[src/rtl/nibser_pkg.sv]
// Shared definitions for the nibble-serial adder: FSM states and nibble width.
package nibser_pkg;

  localparam int NIB_W = 4;

  typedef enum logic [1:0] {
    IDLE = 2'd0,
    RUN  = 2'd1,
    DONE = 2'd2
  } state_t;

endpackage

[src/rtl/nibble_serial_adder.sv]
// Nibble-serial add/subtract engine. Operands are fed LSB nibble first to an
// external 4-bit carry-select adder; its sum/carry are folded back here into a
// WIDTH-bit result. Result and flags are held registered until taken.
module nibble_serial_adder
  import nibser_pkg::*;
#(
  parameter int WIDTH = 16
) (
  input  logic             clk,
  input  logic             rst_n,
  input  logic             in_valid,
  output logic             in_ready,
  input  logic [WIDTH-1:0] op_a,
  input  logic [WIDTH-1:0] op_b,
  input  logic             op_cin,
  input  logic             op_sub,
  output logic [3:0]       add_a,
  output logic [3:0]       add_b,
  output logic             add_cin,
  input  logic [3:0]       add_s,
  input  logic             add_cout,
  output logic             out_valid,
  input  logic             out_ready,
  output logic [WIDTH-1:0] sum,
  output logic             cout,
  output logic             ovf,
  output logic             zero
);

  localparam int N  = WIDTH / NIB_W;
  localparam int CW = (N > 1) ? $clog2(N) : 1;

  state_t           state_r;
  state_t           state_nxt_s;
  logic [WIDTH-1:0] a_r;
  logic [WIDTH-1:0] b_r;
  logic [WIDTH-1:0] res_r;
  logic [WIDTH-1:0] res_nxt_s;
  logic             carry_r;
  logic [CW-1:0]    cnt_r;
  logic             a_msb_r;
  logic             b_msb_r;
  logic             last_s;
  logic             out_valid_r;
  logic [WIDTH-1:0] sum_r;
  logic             cout_r;
  logic             ovf_r;
  logic             zero_r;

  // Final nibble of the operation: the result is complete after this edge.
  assign last_s    = (state_r == RUN) && (cnt_r == CW'(N - 1));
  // New nibble enters at the top; after N shifts the result sits in place.
  assign res_nxt_s = {add_s, res_r[WIDTH-1:NIB_W]};

  assign in_ready  = (state_r == IDLE);
  assign out_valid = out_valid_r;
  assign sum       = sum_r;
  assign cout      = cout_r;
  assign ovf       = ovf_r;
  assign zero      = zero_r;

  // Next-state logic for the IDLE -> RUN -> DONE -> IDLE sequence.
  always_comb begin
    state_nxt_s = state_r;
    case (state_r)
      IDLE: begin
        if (in_valid) state_nxt_s = RUN;
        else          state_nxt_s = IDLE;
      end
      RUN: begin
        if (last_s) state_nxt_s = DONE;
        else        state_nxt_s = RUN;
      end
      DONE: begin
        if (out_ready) state_nxt_s = IDLE;
        else           state_nxt_s = DONE;
      end
      default: state_nxt_s = IDLE;
    endcase
  end

  // State register.
  always_ff @(posedge clk or negedge rst_n) begin
    if (!rst_n) state_r <= IDLE;
    else        state_r <= state_nxt_s;
  end

  // Drive the external adder only while a nibble is in flight.
  always_comb begin
    add_a   = 4'h0;
    add_b   = 4'h0;
    add_cin = 1'b0;
    if (state_r == RUN) begin
      add_a   = a_r[NIB_W-1:0];
      add_b   = b_r[NIB_W-1:0];
      add_cin = carry_r;
    end else begin
      add_a   = 4'h0;
      add_b   = 4'h0;
      add_cin = 1'b0;
    end
  end

  // Operand capture, per-nibble shift, carry chaining and result assembly.
  always_ff @(posedge clk or negedge rst_n) begin
    if (!rst_n) begin
      a_r     <= '0;
      b_r     <= '0;
      res_r   <= '0;
      carry_r <= 1'b0;
      cnt_r   <= '0;
      a_msb_r <= 1'b0;
      b_msb_r <= 1'b0;
    end else begin
      case (state_r)
        IDLE: begin
          if (in_valid) begin
            // Subtract is A + ~B + 1, so op_cin is not used for it.
            a_r     <= op_a;
            b_r     <= op_sub ? ~op_b : op_b;
            carry_r <= op_sub ? 1'b1 : op_cin;
            res_r   <= '0;
            cnt_r   <= '0;
            a_msb_r <= op_a[WIDTH-1];
            b_msb_r <= op_sub ? ~op_b[WIDTH-1] : op_b[WIDTH-1];
          end
        end
        RUN: begin
          a_r     <= a_r >> NIB_W;
          b_r     <= b_r >> NIB_W;
          res_r   <= res_nxt_s;
          carry_r <= add_cout;
          cnt_r   <= cnt_r + CW'(1);
        end
        DONE: begin
          res_r <= res_r;
        end
        default: begin
          cnt_r <= '0;
        end
      endcase
    end
  end

  // Registered result/flags: loaded on the last nibble, cleared on release.
  always_ff @(posedge clk or negedge rst_n) begin
    if (!rst_n) begin
      out_valid_r <= 1'b0;
      sum_r       <= '0;
      cout_r      <= 1'b0;
      ovf_r       <= 1'b0;
      zero_r      <= 1'b0;
    end else if (last_s) begin
      out_valid_r <= 1'b1;
      sum_r       <= res_nxt_s;
      cout_r      <= add_cout;
      zero_r      <= (res_nxt_s == '0);
      ovf_r       <= (a_msb_r == b_msb_r) && (add_s[NIB_W-1] != a_msb_r);
    end else if ((state_r == DONE) && out_ready) begin
      out_valid_r <= 1'b0;
      sum_r       <= '0;
      cout_r      <= 1'b0;
      ovf_r       <= 1'b0;
      zero_r      <= 1'b0;
    end
  end

endmodule

[config.mk]
export PLATFORM = sky130hd
export DESIGN_NAME = nibble_serial_adder
export DESIGN_NICKNAME = d
export VERILOG_FILES = /design/src/rtl/nibser_pkg.sv /design/src/rtl/nibble_serial_adder.sv
export SDC_FILE = /design/constraint.sdc
export NUM_CORES = 1
export LEC_CHECK = 0
export CAP_MARGIN = 0
export CORE_AREA = 2 2 98 100
export DETAILED_ROUTE_END_ITERATION = 6
export DIE_AREA = 0 0 100 102
export GPL_ROUTABILITY_DRIVEN = 0
export GPL_TIMING_DRIVEN = 0
export PLACE_DENSITY = 0.69
export SYNTH_ARGS = -nofsm -noshare
export SYNTH_HDL_FRONTEND = slang
export SYNTH_SLANG_ARGS = --single-unit
[constraint.sdc]
create_clock -name clk -period 4 [get_ports clk]
set_input_delay 0.6 -clock clk [delete_from_list [all_inputs] [get_ports clk]]
set_output_delay 0.6 -clock clk [all_outputs]
set_load 0.005 [all_outputs]
==> flow_summary.ini <==
[status]
status = finished, final reports clean

[timing]
tightestPinTransition_ns = 0.879
slew_violations = 0
setup_viol = 0
rsz0062_at_grt = false
fmax_mhz = 369
period_minus_slack_ns = 2.71
fin_hold_ws_ns = 0.359
hold_viol_final = 0
min_period_over_period = 0.678
relSlewSlack = 0.414
fin_ws_ns = 1.29
clock_skew_ns = 0.00975

[setup_path]
rrSetupSlack_ns = 2.38
cp_data_arrival_time_ns = 2.11
timing.rr.start = cnt_r[0]$_DFFE_PN0P_
cp-end-kind = output port
worstSetupStartpointType = register
worstPathRequired_ns = 3.40
cp_cell_sequence = buf_4, and2b_1, clkbuf_1, and2_1, clkdlybuf4s50_1
max_stage_delay_ns = 0.50
path_max_fanout = 10
crit_type = register to output port
r2r_cells = 5
reg2reg_to = sum[13]$_DFFE_PN0P_
crit_end = add_a[0]
cp-startpoint = state_r[0]$_DFF_PN0_
critPathSlowestCell = clkdlybuf4s50_1

[clock_tree]
root_buffer = clkbuf_8
postCtsSetupBuffers = 0
cts_hold_buffers = 0
clk_transition_reported_paths_ns = 0.08
clk_path_buf_depth = 2
cts.sinks = 71
post_cts_resize_count = 0
htreeDepth = 3
cts_buffers = 9
tritoncts = done
clk-insertion-delay-late_ns = 0.34

[logic_synthesis]
async_reset_ff_frac = 1.00
yosys.area.top_type_share = 0.556
synthMuxAreaShare = 0.0446
synth-seq-area-share = 0.556
synth_edf_count = 0
synthFlopType = dfrtp_1
yosys-top-cells-area = dfrtp_1 (56%), a22o_1 (7.1%), nand2_1 (4.9%)
synthSimpleGateAreaFrac = 0.101
syn_area_um2 = 3200
syn_inst = 282
synth_warnings = 0
yosys_register_bits = 71
synth_top_cell_by_area = dfrtp_1
synth_top_family_by_area = compound AO/OA/AOI/OAI gates
synth-xor-area-share = 0.0439
synth-compound-area-share = 0.205
synth_cell_types = 36
synth_area_per_cell_um2 = 11.3
yosys.area_share.adder = 0.00392
mappedNetlistNets = 326

[placement]
place_area_um2 = 4040
preCtsSetupSlack_ns = 1.63
dp_hpwl_mm = 5.35
port_buffers = 71

[hold_path]
holdCritPathClass = primary input to asynchronous set/reset pin

[drt]
avgRoutedWirePerCell_um = 15.8
drcViolationCount = 0
detail_route.iter0.violations = 128
drt_pass1_iterations = 4
ant_nets = 0
vias_per_cell = 5.15
routed_wl_mm = 7.59
vias = 2466

[floorplan]
dieHeight_um = 102
rows = 35
dieArea_um2 = 10200
io_pins = 73
initial_core_util = 0.351
core_area_um2 = 9110
die_w_um = 100

[global_route]
grt_pass1_vias = 2470
grt_pass1_wl_mm = 12.6
grt_max_degree = 72
grt_overflow = 0
antenna_found_initial = 0
grt_usage = 0.158

[power]
max-vdd-ir-drop_uv = 270
power_density_nw_per_um2 = 766
leakagePower_nw = 1.85

[cells_and_area]
final_common_cell = dfrtp_1
finalNetCount = 408
seq_area_um2 = 1780
multi_input_area_um2 = 1270
nFillCells = 856
syn_to_final_growth_pct = 34.1
drive_above_1_share = 0.106
final_cell_mix = dfrtp_1 (71), clkdlybuf4s50_1 (70), nand2_1 (42)
n_antenna_cell = 0
stdcell_area_um2 = 4290

[run]
drv_cap = 0
area by class of cell:
cell class,count,area share
plain buffers,21,0.0315
clock buffers,10,0.0321
clock inverters,5,0.0248
inverters,3,0.00263
multi-input cells,187,0.297
flip-flops and latches,71,0.414
well taps,111,0.0324
repair buffers,71,0.165
power breakdown:
group / internal (mW) / total (mW) / leakage (nW) / switching, mW
logic: 0.740 / 1.37 / 0.826 / 0.627
registers: 1.02 / 1.22 / 0.903 / 0.198
clock network: 0.429 / 0.699 / 0.119 / 0.270
Yosys cell counts, drive strengths merged, types with 2 or more instances:
| cell type | instances |
|---|---|
| a22o | 26 |
| xor2 | 4 |
| dfrtp | 71 |
| mux2 | 2 |
| buf | 17 |
| mux2i | 12 |
| o22ai | 3 |
| inv | 3 |
| nand2 | 42 |
| o2bb2ai | 2 |
| and2 | 9 |
| nor4 | 4 |
| a21oi | 4 |
| nor2 | 6 |
| xnor2 | 12 |
| nor2b | 2 |
| o21ai | 25 |
| o21bai | 2 |
| nand2b | 2 |
| clkbuf | 4 |
| a2bb2oi | 11 |
| o22a | 11 |
worst min-delay path by stage:
stage / start / endpoint
2_1_floorplan: rst_n / a_msb_r$_DFFE_PN0P_
3_5_place_dp: a_r[9]$_DFFE_PN0P_ / a_r[5]$_DFFE_PN0P_
5_1_grt: rst_n / b_r[5]$_DFFE_PN0P_
3_3_place_gp: a_r[10]$_DFFE_PN0P_ / a_r[6]$_DFFE_PN0P_
6_report: rst_n / b_r[10]$_DFFE_PN0P_
4_1_cts: rst_n / b_r[10]$_DFFE_PN0P_
stage by stage:
step	total power, mW	std cells	util	setup TNS (ns)
after detailed placement	2.61	464	0.444	0
after global placement	2.56	464	0.444	-3.11
after floorplan	2.03	282	-	0
after global routing	3.52	479	0.471	0
after CTS	3.31	479	0.471	0
final	3.29	479	0.471	0
cell families after synthesis:
| family | after synthesis |
|---|---|
| buffers and inverters | 24 |
| XOR/XNOR | 16 |
| adder cells (fa/ha/maj) | 1 |
| multiplexers | 14 |
| AO/OA/AOI/OAI | 87 |
| AND/OR/NAND/NOR | 69 |
| flip-flops | 71 |
sequential cells by signal (all words and copies together) (netlist names), 2 cells and up:
name / flops
res_r: 12
state_r: 2
b_r: 16
sum: 16
a_r: 16
cnt_r: 2
worst max-delay path: cells and delay by family (launching register included):
kind,cells,cell delay [ns]
buf+inv,3,1.03
flops,1,0.38
simple gates,2,0.36
layer usage:
metal | vias to the layer above | routed length (µm) | GRT usage
li1 | 1172 | - | -
met1 | 1212 | 3430 | 0.208
met2 | 70 | 3690 | 0.261
met3 | 12 | 330 | 0.0315
met4 | 0 | 138 | 0.0611
met5 | - | 0 | 0
Note: power is estimated with default switching activity, not from simulation.
